==> src/rtl/stream_buf.sv <==
// Purpose : single-clock stream FIFO that applies a MODE transform to each word as it is stored.
// Latency : 1 cycle from push to valid_o/data_o when empty; no same-cycle bypass.
// Backpres: ready_o=0 while full; a pop in the full cycle frees the slot for the next cycle only.
//
// Ports:
//   clk, rst_n        clock (rising edge) and asynchronous active-high reset
//   valid_i/ready_o   upstream handshake, data_i upstream payload
//   valid_o/ready_i   downstream handshake, data_o oldest entry (zero when empty)
//   flush_i           synchronous discard of all stored entries
//   level_o           occupancy 0..DEPTH
// Optional feature macro STREAM_BUF_STATS_EN adds in_cnt_o/out_cnt_o
// (16-bit push/pop counters, wrapping, cleared by reset only).
module stream_buf #(
    parameter int DATA_W = 8,
    parameter int DEPTH  = 4,
    parameter int MODE   = 0
) (
    input  logic                   clk,
    input  logic                   rst_n,
    input  logic                   valid_i,
    output logic                   ready_o,
    input  logic [DATA_W-1:0]      data_i,
    output logic                   valid_o,
    input  logic                   ready_i,
    output logic [DATA_W-1:0]      data_o,
    input  logic                   flush_i,
    output logic [$clog2(DEPTH):0] level_o
`ifdef STREAM_BUF_STATS_EN
    ,
    output logic [15:0]            in_cnt_o,
    output logic [15:0]            out_cnt_o
`endif
);

    localparam int AW = $clog2(DEPTH);
    localparam int LW = AW + 1;

    logic [DATA_W-1:0] mem [DEPTH];
    logic [AW-1:0]     wr_ptr;
    logic [AW-1:0]     rd_ptr;
    logic [LW-1:0]     level;
    logic [DATA_W-1:0] xf_data;
    logic              push;
    logic              pop;

    // Handshake outputs come from the registered level only, so there is
    // no combinational path from valid_i or ready_i.
    assign ready_o = (level < LW'(DEPTH));
    assign valid_o = (level != '0);
    assign level_o = level;
    assign data_o  = valid_o ? mem[rd_ptr] : '0;

    // A flush cycle discards any push or pop presented alongside it.
    assign push = valid_i & ready_o & ~flush_i;
    assign pop  = valid_o & ready_i & ~flush_i;

    always_comb begin
        xf_data = data_i;
        case (MODE)
            1:       xf_data = ~data_i;
            2:       xf_data = data_i + DATA_W'(1);
            default: xf_data = data_i;
        endcase
    end

    // DEPTH is a power of two, so pointers wrap naturally at DEPTH-1.
    always_ff @(posedge clk or posedge rst_n) begin
        if (rst_n) begin
            wr_ptr <= '0;
            rd_ptr <= '0;
            level  <= '0;
        end else if (flush_i) begin
            wr_ptr <= '0;
            rd_ptr <= '0;
            level  <= '0;
        end else begin
            if (push) wr_ptr <= wr_ptr + AW'(1);
            if (pop)  rd_ptr <= rd_ptr + AW'(1);
            case ({push, pop})
                2'b10:   level <= level + LW'(1);
                2'b01:   level <= level - LW'(1);
                default: level <= level;
            endcase
        end
    end

    // Storage is not reset; an empty level masks stale contents.
    always_ff @(posedge clk) begin
        if (push) mem[wr_ptr] <= xf_data;
    end

`ifdef STREAM_BUF_STATS_EN
    always_ff @(posedge clk or posedge rst_n) begin
        if (rst_n) begin
            in_cnt_o  <= '0;
            out_cnt_o <= '0;
        end else begin
            if (push) in_cnt_o  <= in_cnt_o + 16'd1;
            if (pop)  out_cnt_o <= out_cnt_o + 16'd1;
        end
    end
`endif

endmodule
==> config.mk <==
export PLATFORM = sky130hd
export DESIGN_NAME = stream_buf
export DESIGN_NICKNAME = d
export VERILOG_FILES = /design/src/rtl/stream_buf.sv
export SDC_FILE = /design/constraint.sdc
export NUM_CORES = 1
export LEC_CHECK = 0
export CAP_MARGIN = 20
export CORE_MARGIN = 3
export CORE_UTILIZATION = 57
export CTS_BUF_LIST = sky130_fd_sc_hd__clkbuf_4 sky130_fd_sc_hd__clkbuf_8 sky130_fd_sc_hd__clkbuf_16
export CTS_CLUSTER_DIAMETER = 60
export CTS_CLUSTER_SIZE = 8
export DETAILED_ROUTE_END_ITERATION = 8
export PLACE_DENSITY = 0.83
export SLEW_MARGIN = 10
export SYNTH_ARGS = -nofsm -noshare
export SYNTH_HDL_FRONTEND = slang
export SYNTH_SLANG_ARGS = --single-unit
==> constraint.sdc <==
create_clock -name clk -period 3.4 [get_ports clk]
set_input_delay 1.02 -clock clk [delete_from_list [all_inputs] [get_ports clk]]
set_output_delay 1.02 -clock clk [all_outputs]
set_load 0.05 [all_outputs]
==> impl_metrics.yaml, run 1 <==
setup_path:
  cp_cell_sequence: "buf_4, mux4_2, and2_1, clkdlybuf4s50_1"
  startpoint_type: "flip-flop"
  worstPathMaxFanout: 7
  r2r-end: "level_o[2]"
  cpPeakStageDelay_ns: 0.71
  ff2ff_setup_slack_ns: 1.18
  path_class: "flip-flop to output pin"
  r2r_cells: 8
  cp.required_ns: 2.38
  worst-path-buf-inv: 2
  endpoint_kind: "output pin"
  r2r_start: "level_o[0]"
  crit_start: "rd_ptr[0]"
  crit_family: "buffers and inverters"
  critical_path_arrival_ns: 2.27
  crit_slowest_cell: "clkdlybuf4s50_1"
finish:
  seq_area_sq_um: 1140
  areaGrowthSynthToFinish_pct: 19.3
  drive_gt1_share_pct: 16.7
  final_common_cell: "edfxtp_1"
  multiInputGateArea_sq_um: 557
  layout_common_cells: "edfxtp_1 (32), clkdlybuf4s50_1 (25), and2_1 (12)"
  antenna_cells: 0
  fin_nets: 161
  fillers: 192
  final_core_util_pct: 73.3
hold_path:
  hold_start: "wr_ptr[1]"
  min_path_cells: 2
  holdPathEnd: "wr_ptr[1]"
  worstHoldPathType: "flip-flop to flip-flop"
global_routing:
  grt_usage_pct: 19.4
  grt_pass1_wl_um: 4930
  grt_pass1_vias: 1047
  antenna_found_initial: 0
  overflow: 0
  grt_max_degree: 12
place:
  gp_congestion: 0.692
  dp_hpwl_um: 2250
  port-buffer-count: 25
cts:
  clockRootBuffer: "clkbuf_4"
  clk_latency_ns: 0.33
  cts_buffers: 5
  post-cts-setup-buffer-count: 0
  cts_buffer_depth: 2
  cts_hold_repair.buffers: 0
  postCtsResizedCells: 0
  cts_tree: "done"
  htree_levels: 2
  path_clk_slew_ns: 0.10
  clock_sinks: 39
synth:
  synth_flop_cell: "edfxtp_1"
  synthTopCellsByArea: "edfxtp_1 (55%), mux4_2 (10%), dfrtp_1 (10%)"
  syn_nets: 131
  syn_inst: 113
  async_reset_ff_share_pct: 17.9
  synth-edff-count: 32
  synth.distinct_cells: 27
  avgSynthCellArea_sq_um: 15.5
  ys_seq_area_share_pct: 64.8
  yosys_warnings: 0
  syn_area_sq_um: 1750
  ys_ff_latch: 39
  yosysTopAreaCell: "edfxtp_1"
  synth_top_area_share_pct: 54.8
run_status:
  status: "finished clean"
job:
  maxCapViolCount: 0
timing:
  hold_viol_final: 0
  finalCriticalPeriod_ns: 3.29
  clock_skew_ns: 0.0104
  fin_setup_tns_ns: 0
  drv_slew: 0
  fin_crit_sh_pct: 96.7
  fmax_mhz: 304
  slew_headroom_pct: 65.0
  rsz0062_at_grt: "false"
  setup_viol: 0
  tightest_slew_ns: 0.524
die:
  core-area_sq_um: 2850
  die_w_um: 61.5
  die_y_um: 61.5
  pin_count: 26
  initial_core_util_pct: 61.4
  rows: 19
  dieArea_sq_um: 3780
routing:
  drtIter0Drc: 27
  wl_per_cell_um: 17.9
  dr_total_vias: 992
  drt-total-wl_um: 3130
  antenna_left: 0
  drcViolationCount: 0
  drt-vias-per-instance: 5.67
  firstDrtPassIters: 4
pwr:
  power_density_nw_per_um2: 523
  total_power_mw: 1.09
  max-vdd-ir-drop_uv: 315
  p_leak_nw: 0.747
logic make-up after synthesis:
| family | Yosys count | synth area share [%] |
|---|---|---|
| compound gates | 11 | 3.50 |
| xor+xnor | 5 | 2.93 |
| fa+ha+maj | 5 | 4.00 |
| buf+inv | 11 | 3.43 |
| flops | 39 | 64.8 |
| mux | 9 | 10.8 |
| simple gates | 33 | 10.5 |
cell usage after synthesis (2+ instances only):
master,n
edfxtp_1,32
and2_1,12
mux4_2,8
dfrtp_1,7
nor2_1,6
nand2_1,5
o21ai_0,5
a21oi_1,4
ha_1,4
inv_1,4
buf_2,3
nand3_1,3
buf_6,2
clkbuf_1,2
nand2b_1,2
xnor2_1,2
xor2_1,2
registers in the layout, indices dropped and copies added (netlist names):
signal,flops
level_o,3
mem,32
rd_ptr,2
wr_ptr,2
area by class of cell:
cell class | count | area share (%)
Sequential cell | 39 | 54.3
Multi-Input combinational cell | 63 | 26.6
Tap cell | 31 | 1.85
Timing Repair Buffer | 30 | 13.8
Inverter | 4 | 0.718
Clock buffer | 7 | 2.51
Clock inverter | 1 | 0.239
metrics by stage:
stage | instances | worst slack [ns] | hold slack [ns] | instance area, sq um
2_1_floorplan | 113 | 0.714 | 0.543 | 1750
3_3_place_gp | 167 | 0.500 | 0.558 | 2030
3_5_place_dp | 167 | 0.455 | 0.592 | 2030
4_1_cts | 175 | 0.0798 | 0.606 | 2090
5_1_grt | 175 | 0.00862 | 0.641 | 2090
6_report | 175 | 0.112 | 0.597 | 2090
worst max-delay path by stage:
stage,endpoint,slack (ns),cells after the start
5_1_grt,data_o[3],0.009,4
6_report,data_o[7],0.11,4
3_3_place_gp,data_o[4],0.50,4
2_1_floorplan,data_o[0],0.71,4
4_1_cts,data_o[7],0.08,4
3_5_place_dp,data_o[7],0.45,4
worst register-to-register path: cells and delay by family, from the launching register on:
family | cells | cell delay, ns
and+or+nand+nor | 5 | 1.06
DFF | 1 | 0.51
AOI/OAI and AO/OA | 2 | 0.22
adders and majority gates | 1 | 0.38
power by group:
| part | internal [mW] | total [mW] | leakage (nW) | switching [mW] |
|---|---|---|---|---|
| clock network | 0.0966 | 0.232 | 0.0361 | 0.135 |
| logic | 0.124 | 0.302 | 0.327 | 0.178 |
| registers | 0.540 | 0.560 | 0.384 | 0.0206 |
metal layers:
layer | up-vias | wire length (um) | GRT usage (%) | share of wire, %
li1 | 468 | - | - | -
met1 | 497 | 1260 | 21.6 | 40
met2 | 22 | 1730 | 35.3 | 55
met3 | 5 | 89 | 5.03 | 2.8
met4 | 0 | 50 | 7.27 | 1.6
met5 | - | 0 | 0 | 0
Note: power is estimated with default switching activity, not from simulation.
==> inputs of run 2 (changes only) <==
==> constraint.sdc (replaced) <==
create_clock -name clk -period 4.27 [get_ports clk]
set_input_delay 1.281 -clock clk [delete_from_list [all_inputs] [get_ports clk]]
set_output_delay 1.281 -clock clk [all_outputs]
set_load 0.05 [all_outputs]
==> run 2 against run 1 <==
Against the previous run: clock power fell by 13%; combinational power shrank 26%; register-to-register slack better by 0.82 ns; global-route usage barely moved; largest power group unchanged; worst setup slack better by 0.32 ns; wire length shrank 5.1%; highest routed layer unchanged; design area shrank 1.5%.
==> impl_metrics.yaml, run 2 (synthesis gave the netlist of run 1 again) <==
pwr:
  p_leak_nw: 0.725
  power_density_nw_per_um2: 426
  max-vdd-ir-drop_uv: 242
global_routing:
  grt_pass1_vias: 989
  overflow: 0
  antenna_found_initial: 0
  grt_pass1_wl_um: 4930
  grt_max_degree: 13
  grt_usage_pct: 19.4
timing:
  fin_setup_tns_ns: 0
  finalCriticalPeriod_ns: 3.84
  hold_viol_final: 0
  drv_slew: 0
  slew_headroom_pct: 57.3
  setup_viol: 0
  setup_slack_ns: 0.435
  fmax_mhz: 261
  rsz0062_at_grt: "false"
  fin_crit_sh_pct: 89.8
  tightest_slew_ns: 0.640
  clock_skew_ns: 0.00300
setup_path:
  ff2ff_setup_slack_ns: 2.00
  worstPathMaxFanout: 10
  worst-path-buf-inv: 1
  r2r-end: "level_o[2]"
  crit_slowest_cell: "dfrtp_1"
  r2r_cells: 8
  endpoint_kind: "output pin"
  startpoint_type: "flip-flop"
  critical_path_arrival_ns: 2.55
  cpPeakStageDelay_ns: 0.77
  cp_cell_sequence: "mux4_2, and2_1, clkdlybuf4s50_1"
  path_class: "flip-flop to output pin"
  cp.required_ns: 2.99
  crit_family: "flip-flops"
  r2r_start: "level_o[0]"
routing:
  drcViolationCount: 0
  dr_total_vias: 957
  firstDrtPassIters: 4
  drtIter0Drc: 40
  drt-total-wl_um: 2970
  antenna_left: 0
  wl_per_cell_um: 17.5
  drt-vias-per-instance: 5.63
place:
  dp_hpwl_um: 2130
  gp_congestion: 0.702
  place_ws_ns: 0.739
  placed_area_sq_um: 2000
  port-buffer-count: 25
die:
  core-area_sq_um: 2850
  pin_count: 26
  rows: 19
  initial_core_util_pct: 61.4
  die_y_um: 61.5
  die_w_um: 61.5
  dieArea_sq_um: 3780
cts:
  cts_hold_repair.buffers: 0
  clk_latency_ns: 0.34
  cts_tree: "done"
  cts_buffers: 5
  path_clk_slew_ns: 0.11
  cts_buffer_depth: 2
  htree_levels: 2
  clockRootBuffer: "clkbuf_4"
  clock_sinks: 39
  postCtsResizedCells: 0
  post-cts-setup-buffer-count: 0
finish:
  drive_gt1_share_pct: 13.7
  final_common_cell: "edfxtp_1"
  final_core_util_pct: 72.2
  fin_nets: 156
  largest_register: "mem"
  fin_area_sq_um: 2060
  largest_reg_flops: 32
  areaGrowthSynthToFinish_pct: 17.6
  antenna_cells: 0
  layout_common_cells: "edfxtp_1 (32), clkdlybuf4s50_1 (25), and2_1 (12)"
job:
  maxCapViolCount: 0
hold_path:
  hold_start: "wr_ptr[1]"
  worstHoldPathType: "flip-flop to flip-flop"
  holdPathEnd: "wr_ptr[1]"
  min_path_cells: 2
run_status:
  status: "finished clean"
-- run 2: cell types whose count changed in the layout (fill, tap and decap cells not counted) --
| cell | delta |
|---|---|
| buf_4 | -5 |
| clkbuf_8 | +1 |
| clkbuf_4 | -1 |
-- run 2: final cells by class --
cell class                      count  area [sq um]
Sequential cell                    39          1140
Fill cell                         199           792
Multi-Input combinational cell     63           557
Timing Repair Buffer               25           250
Clock buffer                        7          58.8
Tap cell                           31          38.8
Inverter                            4          15.0
Clock inverter                      1          5.00
-- run 2: routing by layer --
metal / up-vias / track usage (%) / routed length, um
li1: 459 / - / -
met1: 462 / 24.5 / 1290
met2: 27 / 30.7 / 1470
met3: 9 / 5.24 / 125
met4: 0 / 10.6 / 80
met5: - / 0 / 0
-- run 2: worst min-delay path, delay by kind of cell (launching register included) --
kind	cells	cell delay [ns]
AOI/OAI and AO/OA	1	0.06
DFF	1	0.43
and+or+nand+nor	1	0.08
-- run 2: worst max path at each step --
stage                     from         end  depth (start not counted)
CTS                  rd_ptr[0]   data_o[0]                          3
global placement     rd_ptr[0]   data_o[4]                          3
global route         rd_ptr[0]   data_o[5]                          3
floorplan           level_o[0]   data_o[0]                          4
detailed placement     valid_i  level_o[2]                          8
finish               rd_ptr[0]   data_o[5]                          3
-- run 2: power by group --
part	internal, mW	leakage (nW)	switching (mW)
clock network	0.0862	0.0387	0.116
registers	0.429	0.384	0.0246
logic	0.0918	0.302	0.130
-- run 2: through the flow --
step	total power, mW	hold slack (ns)	instances
final	0.877	0.601	170
after global routing	0.916	0.655	170
after CTS	0.881	0.604	170
after detailed placement	0.687	0.589	162
after global placement	0.679	0.559	162
after floorplan	0.621	0.543	113
